## src/rtl/coin_pkg.sv

```systemverilog
// Shared coin types and cent values for the coin qualifier.
// Optional running total is built when COIN_TOTAL_EN is defined.
package coin_pkg;

  typedef enum logic [1:0] {
    COIN_NONE,
    COIN_NICKEL,
    COIN_DIME,
    COIN_QUARTER
  } coin_t;

  localparam logic [4:0] CENTS_NICKEL  = 5'd5;
  localparam logic [4:0] CENTS_DIME    = 5'd10;
  localparam logic [4:0] CENTS_QUARTER = 5'd25;

  function automatic logic [4:0] coin_cents(input coin_t c);
    logic [4:0] v;
    unique case (c)
      COIN_NICKEL:  v = CENTS_NICKEL;
      COIN_DIME:    v = CENTS_DIME;
      COIN_QUARTER: v = CENTS_QUARTER;
      default:      v = '0;
    endcase
    return v;
  endfunction

endpackage

```

## src/rtl/coin_debounce.sv

```systemverilog
// Synchroniser, debouncer and rising-event detect for one coin line.
// Stable level resets high so a line stuck high at reset is ignored.
module coin_debounce #(
  parameter int DEBOUNCE_CYCLES = 16,
  parameter int SYNC_STAGES     = 2
) (
  input  logic clk,
  input  logic rst,
  input  logic i_raw,
  output logic o_rise
);

  localparam int CW = $clog2(DEBOUNCE_CYCLES);

  logic [SYNC_STAGES-1:0] r_sync;
  logic [CW-1:0]          r_cnt;
  logic                   r_stable;
  logic                   r_stable_d;
  logic                   w_synced;
  logic                   w_diff;
  logic                   w_done;

  assign w_synced = r_sync[SYNC_STAGES-1];
  assign w_diff   = w_synced != r_stable;
  assign w_done   = r_cnt == CW'(DEBOUNCE_CYCLES - 1);

  always_ff @(posedge clk or negedge rst) begin
    if (!rst) begin
      r_sync     <= '0;
      r_cnt      <= '0;
      r_stable   <= 1'b1;
      r_stable_d <= 1'b1;
    end else begin
      r_sync     <= {r_sync[SYNC_STAGES-2:0], i_raw};
      r_stable_d <= r_stable;
      if (!w_diff) begin
        r_cnt <= '0;
      end else if (w_done) begin
        r_cnt    <= '0;
        r_stable <= w_synced;
      end else begin
        r_cnt <= r_cnt + 1'b1;
      end
    end
  end

  assign o_rise = r_stable & ~r_stable_d;

endmodule

```

## src/rtl/coin_sense.sv

```systemverilog
// Coin qualifier: debounce three lines, arbitrate into one-hot pulses.
// Define COIN_TOTAL_EN to add the saturating total_cents output.
module coin_sense
  import coin_pkg::*;
#(
  parameter int DEBOUNCE_CYCLES = 16,
  parameter int SYNC_STAGES     = 2
) (
  input  logic        clk,
  input  logic        rst,
  input  logic        coin_n_raw,
  input  logic        coin_d_raw,
  input  logic        coin_q_raw,
  input  logic        hold,
  output logic        N,
  output logic        D,
  output logic        Q,
  output logic        coin_reject
`ifdef COIN_TOTAL_EN
  ,
  output logic [15:0] total_cents
`endif
);

  logic  w_ev_n;
  logic  w_ev_d;
  logic  w_ev_q;
  logic  w_multi;
  logic  w_ok;
  logic  w_rej;
  coin_t w_evt;
  coin_t w_emit;
  coin_t w_slot_nx;
  coin_t r_slot;
  logic  r_gap;
  logic  r_n;
  logic  r_d;
  logic  r_q;
  logic  r_rej;

  coin_debounce #(
    .DEBOUNCE_CYCLES(DEBOUNCE_CYCLES),
    .SYNC_STAGES    (SYNC_STAGES)
  ) u_db_n (
    .clk   (clk),
    .rst   (rst),
    .i_raw (coin_n_raw),
    .o_rise(w_ev_n)
  );

  coin_debounce #(
    .DEBOUNCE_CYCLES(DEBOUNCE_CYCLES),
    .SYNC_STAGES    (SYNC_STAGES)
  ) u_db_d (
    .clk   (clk),
    .rst   (rst),
    .i_raw (coin_d_raw),
    .o_rise(w_ev_d)
  );

  coin_debounce #(
    .DEBOUNCE_CYCLES(DEBOUNCE_CYCLES),
    .SYNC_STAGES    (SYNC_STAGES)
  ) u_db_q (
    .clk   (clk),
    .rst   (rst),
    .i_raw (coin_q_raw),
    .o_rise(w_ev_q)
  );

  assign w_multi = (w_ev_n & w_ev_d) |
                   (w_ev_n & w_ev_q) |
                   (w_ev_d & w_ev_q);
  assign w_ok    = !hold && !r_gap;

  always_comb begin
    w_evt = COIN_NONE;
    if (!w_multi) begin
      unique case (1'b1)
        w_ev_n:  w_evt = COIN_NICKEL;
        w_ev_d:  w_evt = COIN_DIME;
        w_ev_q:  w_evt = COIN_QUARTER;
        default: w_evt = COIN_NONE;
      endcase
    end
  end

  // Simultaneous events freeze the slot and suppress any emission.
  always_comb begin
    w_emit    = COIN_NONE;
    w_slot_nx = r_slot;
    w_rej     = 1'b0;
    if (w_multi) begin
      w_rej = 1'b1;
    end else if (r_slot != COIN_NONE && w_ok) begin
      w_emit    = r_slot;
      w_slot_nx = w_evt;
    end else if (w_evt != COIN_NONE) begin
      if (r_slot != COIN_NONE) begin
        w_rej = 1'b1;
      end else if (w_ok) begin
        w_emit = w_evt;
      end else begin
        w_slot_nx = w_evt;
      end
    end
  end

  always_ff @(posedge clk or negedge rst) begin
    if (!rst) begin
      r_slot <= COIN_NONE;
      r_gap  <= 1'b0;
      r_n    <= 1'b0;
      r_d    <= 1'b0;
      r_q    <= 1'b0;
      r_rej  <= 1'b0;
    end else begin
      r_slot <= w_slot_nx;
      r_gap  <= w_emit != COIN_NONE;
      r_n    <= w_emit == COIN_NICKEL;
      r_d    <= w_emit == COIN_DIME;
      r_q    <= w_emit == COIN_QUARTER;
      r_rej  <= w_rej;
    end
  end

  assign N           = r_n;
  assign D           = r_d;
  assign Q           = r_q;
  assign coin_reject = r_rej;

`ifdef COIN_TOTAL_EN
  logic [15:0] r_total;
  logic [16:0] w_sum;

  assign w_sum = {1'b0, r_total} + 17'(coin_cents(w_emit));

  always_ff @(posedge clk or negedge rst) begin
    if (!rst) begin
      r_total <= '0;
    end else begin
      r_total <= w_sum[16] ? 16'hFFFF : w_sum[15:0];
    end
  end

  assign total_cents = r_total;
`endif

endmodule

```

## config.mk

```make
export PLATFORM = sky130hd
export DESIGN_NAME = coin_sense
export DESIGN_NICKNAME = d
export VERILOG_FILES = /design/src/rtl/coin_pkg.sv /design/src/rtl/coin_debounce.sv /design/src/rtl/coin_sense.sv
export SDC_FILE = /design/constraint.sdc
export NUM_CORES = 1
export LEC_CHECK = 0
export CELL_PAD_IN_SITES_DETAIL_PLACEMENT = 2
export CELL_PAD_IN_SITES_GLOBAL_PLACEMENT = 2
export CORE_AREA = 3 3 67 69
export DETAILED_ROUTE_END_ITERATION = 8
export DIE_AREA = 0 0 70 72
export PLACE_DENSITY_LB_ADDON = 0.1
export SETUP_SLACK_MARGIN = 0.1
export SYNTH_ARGS = -nofsm -noshare
export SYNTH_HDL_FRONTEND = slang
export SYNTH_SLANG_ARGS = --single-unit
```

## constraint.sdc

```tcl
create_clock -name clk -period 1.8 [get_ports clk]
set_clock_uncertainty 0.15 [all_clocks]
set_input_delay 0.27 -clock clk [delete_from_list [all_inputs] [get_ports clk]]
set_output_delay 0.27 -clock clk [all_outputs]
set_load 0.05 [all_outputs]
```

# After elaboration in Yosys (flattened, before gate mapping)
# Index checks and enable logic that the tools add are counted.
# word_totals
register_bits	31
output_inout_bits	4
wordCells	77
# op_classes
muxes	21
n_reduce_logical	12
n_eq_ne	11
n_addsub	3
n_bitwise	12
# ops
op	n
4-bit two-way mux	6
2-bit two-way mux	10
4-bit by 1-bit adder with 4-bit output (second input constant)	3
4-bit equality test (second input constant)	3
2-bit nonzero test	4
1-bit AND	6
2-bit one-hot mux with 3 select lines	1
2-bit AND reduction	3
2-bit equality test (second input constant)	2
1-bit two-way mux	4
2-bit by 1-bit != test with 1-bit output (second input constant)	2
1-bit inverter	4
4-bit AND reduction	1
1-bit != test	3
2-bit by 1-bit equality test with 1-bit output (second input constant)	1
1-bit logical AND	2
1-bit logical NOT	2
1-bit bitwise OR	2

# Longest topological paths before layout
# Gate-level depths: netlist of run 1.
# logic_depth
word_depth	12
ltp_mapped	6
ltp_nobuf	6

# Hierarchy
# Synthesis of run 1 repeated with hierarchy kept, for this count alone.
# unflattened
cells_unflattened	117
area_unflattened_um2	1393.8
# modules_own_cells
mod	area_each_um2	seq_area_each_um2	cells_per_inst	instances
coin_debounce	314.1	202.7	22	3
coin_sense	451.7	175.2	51	1

# Worst setup path after synthesis of run 1
# Ideal clock, no wire load.
# synth_path
kind	flip-flop to flip-flop
from	register r_slot[1]
to	register r_q (netlist: Q)
setup_ps	96
required_time_ps	1554
period_less_slack_ps	1706
slack_ps	94
arrival_time_ps	1461
path_stages_with_launch	6
cell_sequence	dfrtp_1 -> or2_4 -> ha_1 -> nor4_4 -> nand2_2 -> o32ai_2
# synth_via
elab_chain_len	6
# synth_rtl
element	line	text
start, declared	coin_sense.sv:34	coin_t r_slot;
start signal, assigned	coin_sense.sv:118	r_slot <= w_slot_nx;
2-bit nonzero test	coin_sense.sv:95, coin_sense.sv:99	
2-bit two-way mux	coin_sense.sv:99	if (r_slot != COIN_NONE) begin
2-bit two-way mux	coin_sense.sv:98	end else if (w_evt != COIN_NONE) begin
2-bit two-way mux *	coin_sense.sv:95	end else if (r_slot != COIN_NONE && w_ok) begin
2-bit two-way mux *	coin_sense.sv:93	if (w_multi) begin
2-bit equality test *	coin_sense.sv:122	r_q <= w_emit == COIN_QUARTER;
end signal, assigned	coin_sense.sv:115	r_q <= 1'b0;
end signal, assigned	coin_sense.sv:122	
end, declared	coin_sense.sv:38	logic r_q;
# Mark *: on every way between the ends. The rest lies on a longest branch, timed or not.
# A chain may end at the register's enable or synchronous reset.

# Worst setup path after layout of run 1
# layout_path
from	register u_db_q.r_stable_d
to	register r_gap
# layout_via
elab_chain_len	12
# layout_rtl
element	line	text
start, declared	coin_debounce.sv:18	logic r_stable_d;
start signal, assigned	coin_debounce.sv:35	r_stable_d <= r_stable;
1-bit inverter *	coin_debounce.sv:47	assign o_rise = r_stable & ~r_stable_d;
1-bit AND *	coin_debounce.sv:47	
1-bit AND	coin_sense.sv:72	(w_ev_n & w_ev_q) |
1-bit bitwise OR	coin_sense.sv:71	assign w_multi = (w_ev_n & w_ev_d) |
1-bit bitwise OR	coin_sense.sv:72	
2-bit two-way mux	coin_sense.sv:78	if (!w_multi) begin
2-bit two-way mux	coin_sense.sv:101	end else if (w_ok) begin
2-bit two-way mux	coin_sense.sv:99	
2-bit two-way mux	coin_sense.sv:98	
2-bit two-way mux	coin_sense.sv:95	
2-bit two-way mux *	coin_sense.sv:93	
2-bit nonzero test *	coin_sense.sv:119	r_gap <= w_emit != COIN_NONE;
end signal, assigned	coin_sense.sv:112	r_gap <= 1'b0;
end signal, assigned	coin_sense.sv:119	
end, declared	coin_sense.sv:35	logic r_gap;
# Marks and branches as above.

==> summary.txt, run 1 <==
Run status
  • Outcome: complete, no violations

Global route
  • Largest net degree at the start of global routing: 32
  • First-pass GRT wire length: roughly 5100 um
  • Initial antenna violation count: 0
  • Vias in the first global route: between 1k and 1.5k
  • Total gr overflow: 0
  • GRT Overall Usage: 0.135

Drt
  • Initial drt markers: 43
  • Final wirelength: slightly below 3000 um
  • Post-route ant nets: 0
  • Vias/cell: roughly 5.0
  • First-pass DRT Iterations: 4
  • Residual DRC count: 0
  • WL/cell: roughly 16 um
  • Via count: ~900

Finish
  • Final Core Density: 0.415
  • Final non-filler cell area: 1650 um2
  • Share of layout cells above drive strength 1: 0.301
  • Final #Nets: 142
  • FF+latch area: 783 um2
  • Multi-input gate area in the final layout: approximately 560 um2
  • Fillers: 425
  • Synth-to-Final Area Change: 22.1%
  • Antenna Cells: 0

Job
  • Max-capacitance violation count: 0

Synth
  • Synth Flop Type: dfrtp_1
  • Synth Instances: 110
  • Post-synthesis sequential area ratio: 0.580
  • Ys Warns: 0
  • Cell variety after synth: 33
  • Avg Inst Size Synth: approximately 12 um2
  • Share of the synthesized area in the top cell type: 0.463
  • Cell Area, Synth: approximately 1400 um2
  • Most common cell in the netlist: dfrtp_1
  • Commonest cells in the netlist: dfrtp_1, xnor2_1, dfstp_2
  • Area contributors post-synth: dfrtp_1, dfstp_2, xnor2_1, ha_1, mux2_2
  • Async SR Flop Fraction: 1.00
  • Net Count, Synth: 120
  • Post-synth EDFFs: 0
  • Register bit total from synthesis: 31
  • Leading area contributor after synthesis: dfrtp_1

Worst setup path
  • Reg2reg path depth: 5
  • Worst-path fanout max: 8
  • Crit path kind: reg2reg
  • Crit path capture type: register
  • Worst setup SP type: register
  • Worst Path Required: between 1.5 and 2 ns
  • Worst EP arrival: 1.67 ns

Die
  • Starting density of the core: 0.340
  • DIE AREA: between 5000 and 6000 um2
  • Row count: 23
  • Number of placed I/O pins: 10
  • Vert. Die Dim: 72 um
  • Die Span X: around 70 um
  • Core area: ~4000 um2

Place
  • Setup WS pre-CTS: -0.0707 ns
  • Detailed placer's ending HPWL: between 2000 and 2500 um
  • Final GP Congestion: 0.783
  • IO buf count: 9
  • Placed Area: roughly 1500 um2

Timing
  • Setup violators final: 0
  • Max Clock Freq: approximately 620 MHz
  • Period utilization: 0.899
  • Hold violation total from the final report: 0
  • Worst-margin pin slew: 0.383 ns
  • Final worst slack: between 0.15 and 0.2 ns
  • RSZ-0062 raised after global routing: no
  • Hold WS: around 0.20 ns
  • Slew Limit Fails: 0
  • Min cycle time layout: roughly 1.6 ns
  • Slew headroom: 0.743

CTS
  • Longest Clk Path Bufs: 2
  • Clk root buf: clkbuf_8
  • Worst-path clk slew: about 0.070 ns
  • Clock Latency Late Sink: around 0.28 ns
  • CTS H-Tree Depth: 2
  • CTS tree: built
  • Clock sink count: 31
  • TritonCTS Buffers: 5

Pwr
  • Sequential power share: 0.457
  • Psw: 0.546 mW
  • Sw frac: 0.305
  • Int Pwr: about 1.2 mW
  • PD cells: about 1100 nW/um2
  • LEAKAGE: between 0.6 and 0.7 nW
  • Worst vdd ir: roughly 0.45 mV
  • Comb power frac: 0.255
  • Clock network fraction of design power: 0.288

Hold path
  • WHS Path Cells: 0
  • Hold Path Class: reg2reg
-- critical path: stages (launching register included) --
cell     delay [ns]
dfstp_2        0.52
and2b_2        0.28
a21oi_1        0.22
nor2_2         0.08
buf_4          0.14
a31oi_1        0.14
-- logic make-up after synthesis --
| family | share of synthesized area |
|---|---|
| simple gates | 0.159 |
| flops | 0.580 |
| compound gates | 0.121 |
| xor+xnor | 0.0519 |
| buf+inv | 0.0250 |
| fa+ha+maj | 0.0371 |
| mux | 0.0250 |
-- stage by stage --
step	TNS (ns)	power [mW]	cells
floorplan	0	1.08	110
global placement	-0.00399	1.23	174
detailed placement	-0.154	1.25	174
CTS	0	1.79	182
global route	0	1.92	183
finish	0	1.79	183
-- cells in the final DEF (no fill, tap or decap) --
cell type,count
dfstp_2,6
a31oi_1,2
a41oi_1,1
a2bb2oi_1,3
nand3_1,5
or2_4,1
a2111o_1,1
or2_0,1
nand2b_1,2
inv_1,3
xnor2_1,8
nor4_4,1
and2_2,1
clkdlybuf4s50_1,5
clkbuf_8,5
nor2_1,5
o31ai_2,1
nor4_2,1
nor3b_1,3
clkbuf_1,3
a311oi_1,1
a21oi_1,5
nor2_2,2
o21ai_0,4
nand4b_1,2
mux2_2,3
ha_4,1
buf_4,13
dfrtp_1,25
o21ai_1,4
and2b_2,1
nand2_2,3
nand2_1,1
ha_1,3
a21o_1,1
o32ai_2,1
nor2b_1,5
-- layer usage --
| metal | wire length [um] | GRT usage |
|---|---|---|
| met3 | 103 | 0.0457 |
| met1 | 1280 | 0.152 |
| met4 | 56 | 0.0830 |
| met2 | 1510 | 0.224 |
| met5 | 0 | 0 |
-- power by group through the flow --
stage                     Clock (mW)  Combinational (mW)  Sequential, mW
after floorplan                    0               0.167           0.909
after global placement             0               0.406           0.823
after detailed placement           0               0.419           0.827
after CTS                      0.547               0.423           0.816
after global routing           0.587               0.504           0.826
final                          0.515               0.456           0.816
-- worst paths after layout --
path                                      to  slack (ns)               from
max                                    r_gap        0.18  u_db_q.r_stable_d
min                         u_db_q.r_sync[1]        0.20   u_db_q.r_sync[0]
max reg2reg                            r_gap        0.18  u_db_q.r_stable_d
min reg2reg                 u_db_q.r_sync[1]        0.20   u_db_q.r_sync[0]
max in group asynchronous  u_db_n.r_stable_d        0.94                rst
min in group asynchronous    u_db_d.r_cnt[2]        0.23                rst
-- repair_timing --
| action | CTS | global route |
|---|---|---|
| gates resized for setup | 1 | 6 |
| hold buffers | 0 | 0 |
| setup endpoints to repair | 3 | 6 |
| buffers inserted | 0 | 1 |
| pin swaps | 1 | 2 |
-- layout make-up --
type	count	area share
multi-input combinational	73	0.342
clock buffer	8	0.0486
tap	50	0.0380
inverter	3	0.00683
sequential	31	0.475
timing repair buffer	18	0.0896
-- flip-flops by register name (all words and copies together), names as in the netlist, 2 cells and up --
| signal | cells |
|---|---|
| u_db_q.r_sync | 2 |
| r_slot | 2 |
| u_db_q.r_cnt | 4 |
| u_db_d.r_cnt | 4 |
| u_db_d.r_sync | 2 |
| u_db_n.r_sync | 2 |
| u_db_n.r_cnt | 4 |
Power figures use the tool's default switching activity.
==> run 2, diff against run 1 <==
--- a/config.mk
+++ b/config.mk
@@ -5,11 +5,12 @@
 export SDC_FILE = /design/constraint.sdc
 export NUM_CORES = 1
 export LEC_CHECK = 0
+export CAP_MARGIN = 20
 export CELL_PAD_IN_SITES_DETAIL_PLACEMENT = 2
 export CELL_PAD_IN_SITES_GLOBAL_PLACEMENT = 2
-export CORE_AREA = 3 3 67 69
+export CORE_AREA = 3 3 57 80
 export DETAILED_ROUTE_END_ITERATION = 8
-export DIE_AREA = 0 0 70 72
+export DIE_AREA = 0 0 60 83
 export PLACE_DENSITY_LB_ADDON = 0.1
 export SETUP_SLACK_MARGIN = 0.1
 export SYNTH_ARGS = -nofsm -noshare
==> run 2 against run 1 <==
Net effect:
- design area shrank 0.91%
- count of clock-buffer cells in the layout shrank 1
- clock power is essentially flat
- setup slack lost 0.014 ns
- final cell count shrank 3.8%
- sequential cell count is the same
- sequential share of layout area grew 0.44 points
- sequential power is essentially flat
==> summary.txt, run 2 (same netlist as run 1, synthesis figures left out) <==
Drt
  • Final wirelength: 2640 um (-11%)
  • Vias/cell: 5.16 (+4.1%)
  • First-pass DRT Iterations: 2 (-2)
  • Initial drt markers: 8 (-81%)
  • WL/cell: 15.0 um (-7.0%)
  • Post-route ant nets: 0 (unchanged)
  • Via count: 908 (+0.11%)
  • Residual DRC count: 0 (unchanged)

Place
  • IO buf count: 9 (unchanged)
  • Cell count after placement: 167 (-4.0%)
  • Detailed placer's ending HPWL: 1900 um (-8.4%)
  • Placed Area: 1520 um2 (-0.57%)
  • Final GP Congestion: 0.770 (-1.7%)

Finish
  • Most common cell after layout, fill and taps aside: dfrtp_1
  • Most frequent cells in the layout: dfrtp_1, buf_4, xnor2_1
  • Share of layout cells above drive strength 1: 0.293 (-0.00752)
  • Final #Nets: 142 (unchanged)
  • Biggest regs: u_db_d.r_cnt x4, u_db_n.r_cnt x4, u_db_q.r_cnt x4
  • Final non-filler cell area: 1630 um2 (-0.91%)
  • Antenna Cells: 0 (unchanged)
  • Synth-to-Final Area Change: 20.9%
  • Non-Filler Instances: 176 (-3.8%)

Die
  • Row count: 27 (+17%)
  • Die Span X: 60 um (-14%)
  • Core area: 3920 um2 (-1.3%)
  • DIE AREA: 4980 um2 (-1.2%)
  • Starting density of the core: 0.345 (+0.00456)
  • Vert. Die Dim: 83 um (+15%)
  • Number of placed I/O pins: 10 (unchanged)

Hold path
  • Hold Startpoint: u_db_n.r_sync[0]
  • Hold Path Class: reg2reg
  • WHS Path Cells: 0 (unchanged)
  • Hold endpoint: u_db_n.r_sync[1]

Timing
  • Worst-margin pin slew: 0.379 ns (-0.00384 ns)
  • Period utilization: 0.907 (+0.00780)
  • Hold violation total from the final report: 0 (unchanged)
  • Slew Limit Fails: 0 (unchanged)
  • Min cycle time layout: 1.63 ns (+0.0140 ns)
  • Slew headroom: 0.745 (+0.00258)
  • RSZ-0062 raised after global routing: yes
  • Setup violators final: 0 (unchanged)
  • Max Clock Freq: 613 MHz (-0.86%)

Worst setup path
  • Worst path cell trace: or2_4 > ha_4 > nor4_4 > nand2_2 > o32ai_2
  • CP delay by family, top: simple AND/OR/NAND/NOR gates
  • Crit path capture type: register
  • Reg2Reg Launch Point: r_slot[1]
  • Slowest-stage cell, CP: dfrtp_1
  • Max incr delay on CP: 0.38 ns (-0.14 ns)
  • Worst Path Required: 1.83 ns (-0.02 ns)
  • Worst R2R End: Q
  • Worst-path fanout max: 4 (-4)
  • Critical path buffers and inverters: 0 (-1)
  • Worst setup SP type: register
  • Crit path kind: reg2reg
  • Worst EP arrival: 1.67 ns (about the same)
  • Worst reg-to-reg setup slack: 0.17 ns (about the same)
  • Reg2reg path depth: 5 (unchanged)

Pwr
  • LEAKAGE: 0.677 nW (about the same)
  • Clock network fraction of design power: 0.290 (+0.002)
  • Sequential power share: 0.459 (+0.002)
  • Worst vdd ir: 0.583 mV (+30%)
  • Sw frac: 0.302 (-0.00320)
  • Comb power frac: 0.251 (-0.004)
  • Int Pwr: 1.24 mW (-0.32%)
  • PD cells: 1090 nW/um2 (+0.13%)
  • Psw: 0.536 mW (-1.8%)

CTS
  • Longest Clk Path Bufs: 2 (unchanged)
  • Clock sink count: 31 (unchanged)
  • Worst-path clk slew: 0.06 ns (about the same)
  • CTS tree: built
  • CTS H-Tree Depth: 2 (unchanged)
  • Clock Latency Late Sink: 0.28 ns (about the same)
  • TritonCTS Buffers: 5 (unchanged)
  • Clk root buf: clkbuf_8

Global route
  • GRT Overall Usage: 0.127 (-0.00873)
  • Met1 usage: 0.147 (-0.00496)
  • Total gr overflow: 0 (unchanged)
  • First-pass GRT wire length: 4800 um (-6.8%)
  • Vias in the first global route: 1029 (-4.7%)
  • M3 GR Usage: 0.0420 (-0.00372)
  • Largest net degree at the start of global routing: 32 (unchanged)
  • GR Util met2: 0.206 (-0.0178)
  • Initial antenna violation count: 0 (unchanged)
  • Global route hottest layer: met2

Run status
  • Outcome: complete, no violations

Job
  • Max-capacitance violation count: 0 (unchanged)
run 2: changes by cell type in the layout (fill, tap and decap cells not counted), sizes merged:
cell / change
clkbuf: -1
clkinv: +1
run 2: per-stage QoR:
stage	power [mW]	TNS (ns)	util	setup slack, ns	hold slack [ns]
6_report	1.77	0	0.417	0.168	0.196
5_1_grt	1.89	0	0.417	0.0470	0.219
4_1_cts	1.78	0	0.410	0.106	0.200
3_5_place_dp	1.24	-0.164	0.389	-0.0906	0.186
3_3_place_gp	1.23	-0.0656	0.389	-0.0509	0.184
2_1_floorplan	1.08	0	-	0.148	-0.176
run 2: final cells by class:
class	instances	area (um2)
tap	43	53.8
inverter	3	11.3
clock inverter	1	5.00
clock buffer	7	76.3
multi-input combinational	73	556
sequential	31	783
timing repair buffer	18	148
fill	397	2290
run 2: worst register-to-register path: stages (launching register included):
cell and delay, ns:
dfrtp_1 0.38, or2_4 0.28, ha_4 0.19, nor4_4 0.21, nand2_2 0.10, o32ai_2 0.22
run 2: how the worst max path moves through the flow:
stage,start,depth (start not counted),to
5_1_grt,r_slot[1],5,r_gap
4_1_cts,r_slot[1],5,r_gap
2_1_floorplan,r_slot[1],5,Q
3_5_place_dp,hold,6,r_gap
6_report,r_slot[1],5,Q
3_3_place_gp,hold,6,r_gap
run 2: layer usage:
layer | up-vias | wire length [um]
met4 | 0 | 53
li1 | 432 | -
met1 | 457 | 1100
met5 | - | 0
met3 | 6 | 103
met2 | 13 | 1380
run 2: repair_timing:
action / 4_1_cts / 5_1_grt
setup buffers: 0 / 1
pin swaps: 1 / 0
hold buffers: 0 / 0
cloned: 0 / 0
gates resized for setup: 0 / 4
endpoints found under the setup margin: 2 / 7
run 2: power by group through the flow:
| stage | clock network (mW) | logic, mW | registers, mW |
|---|---|---|---|
| 2_1_floorplan | 0 | 0.167 | 0.909 |
| 4_1_cts | 0.544 | 0.418 | 0.815 |
| 5_1_grt | 0.579 | 0.492 | 0.824 |
| 6_report | 0.515 | 0.445 | 0.814 |
| 3_5_place_dp | 0 | 0.415 | 0.827 |
| 3_3_place_gp | 0 | 0.406 | 0.824 |
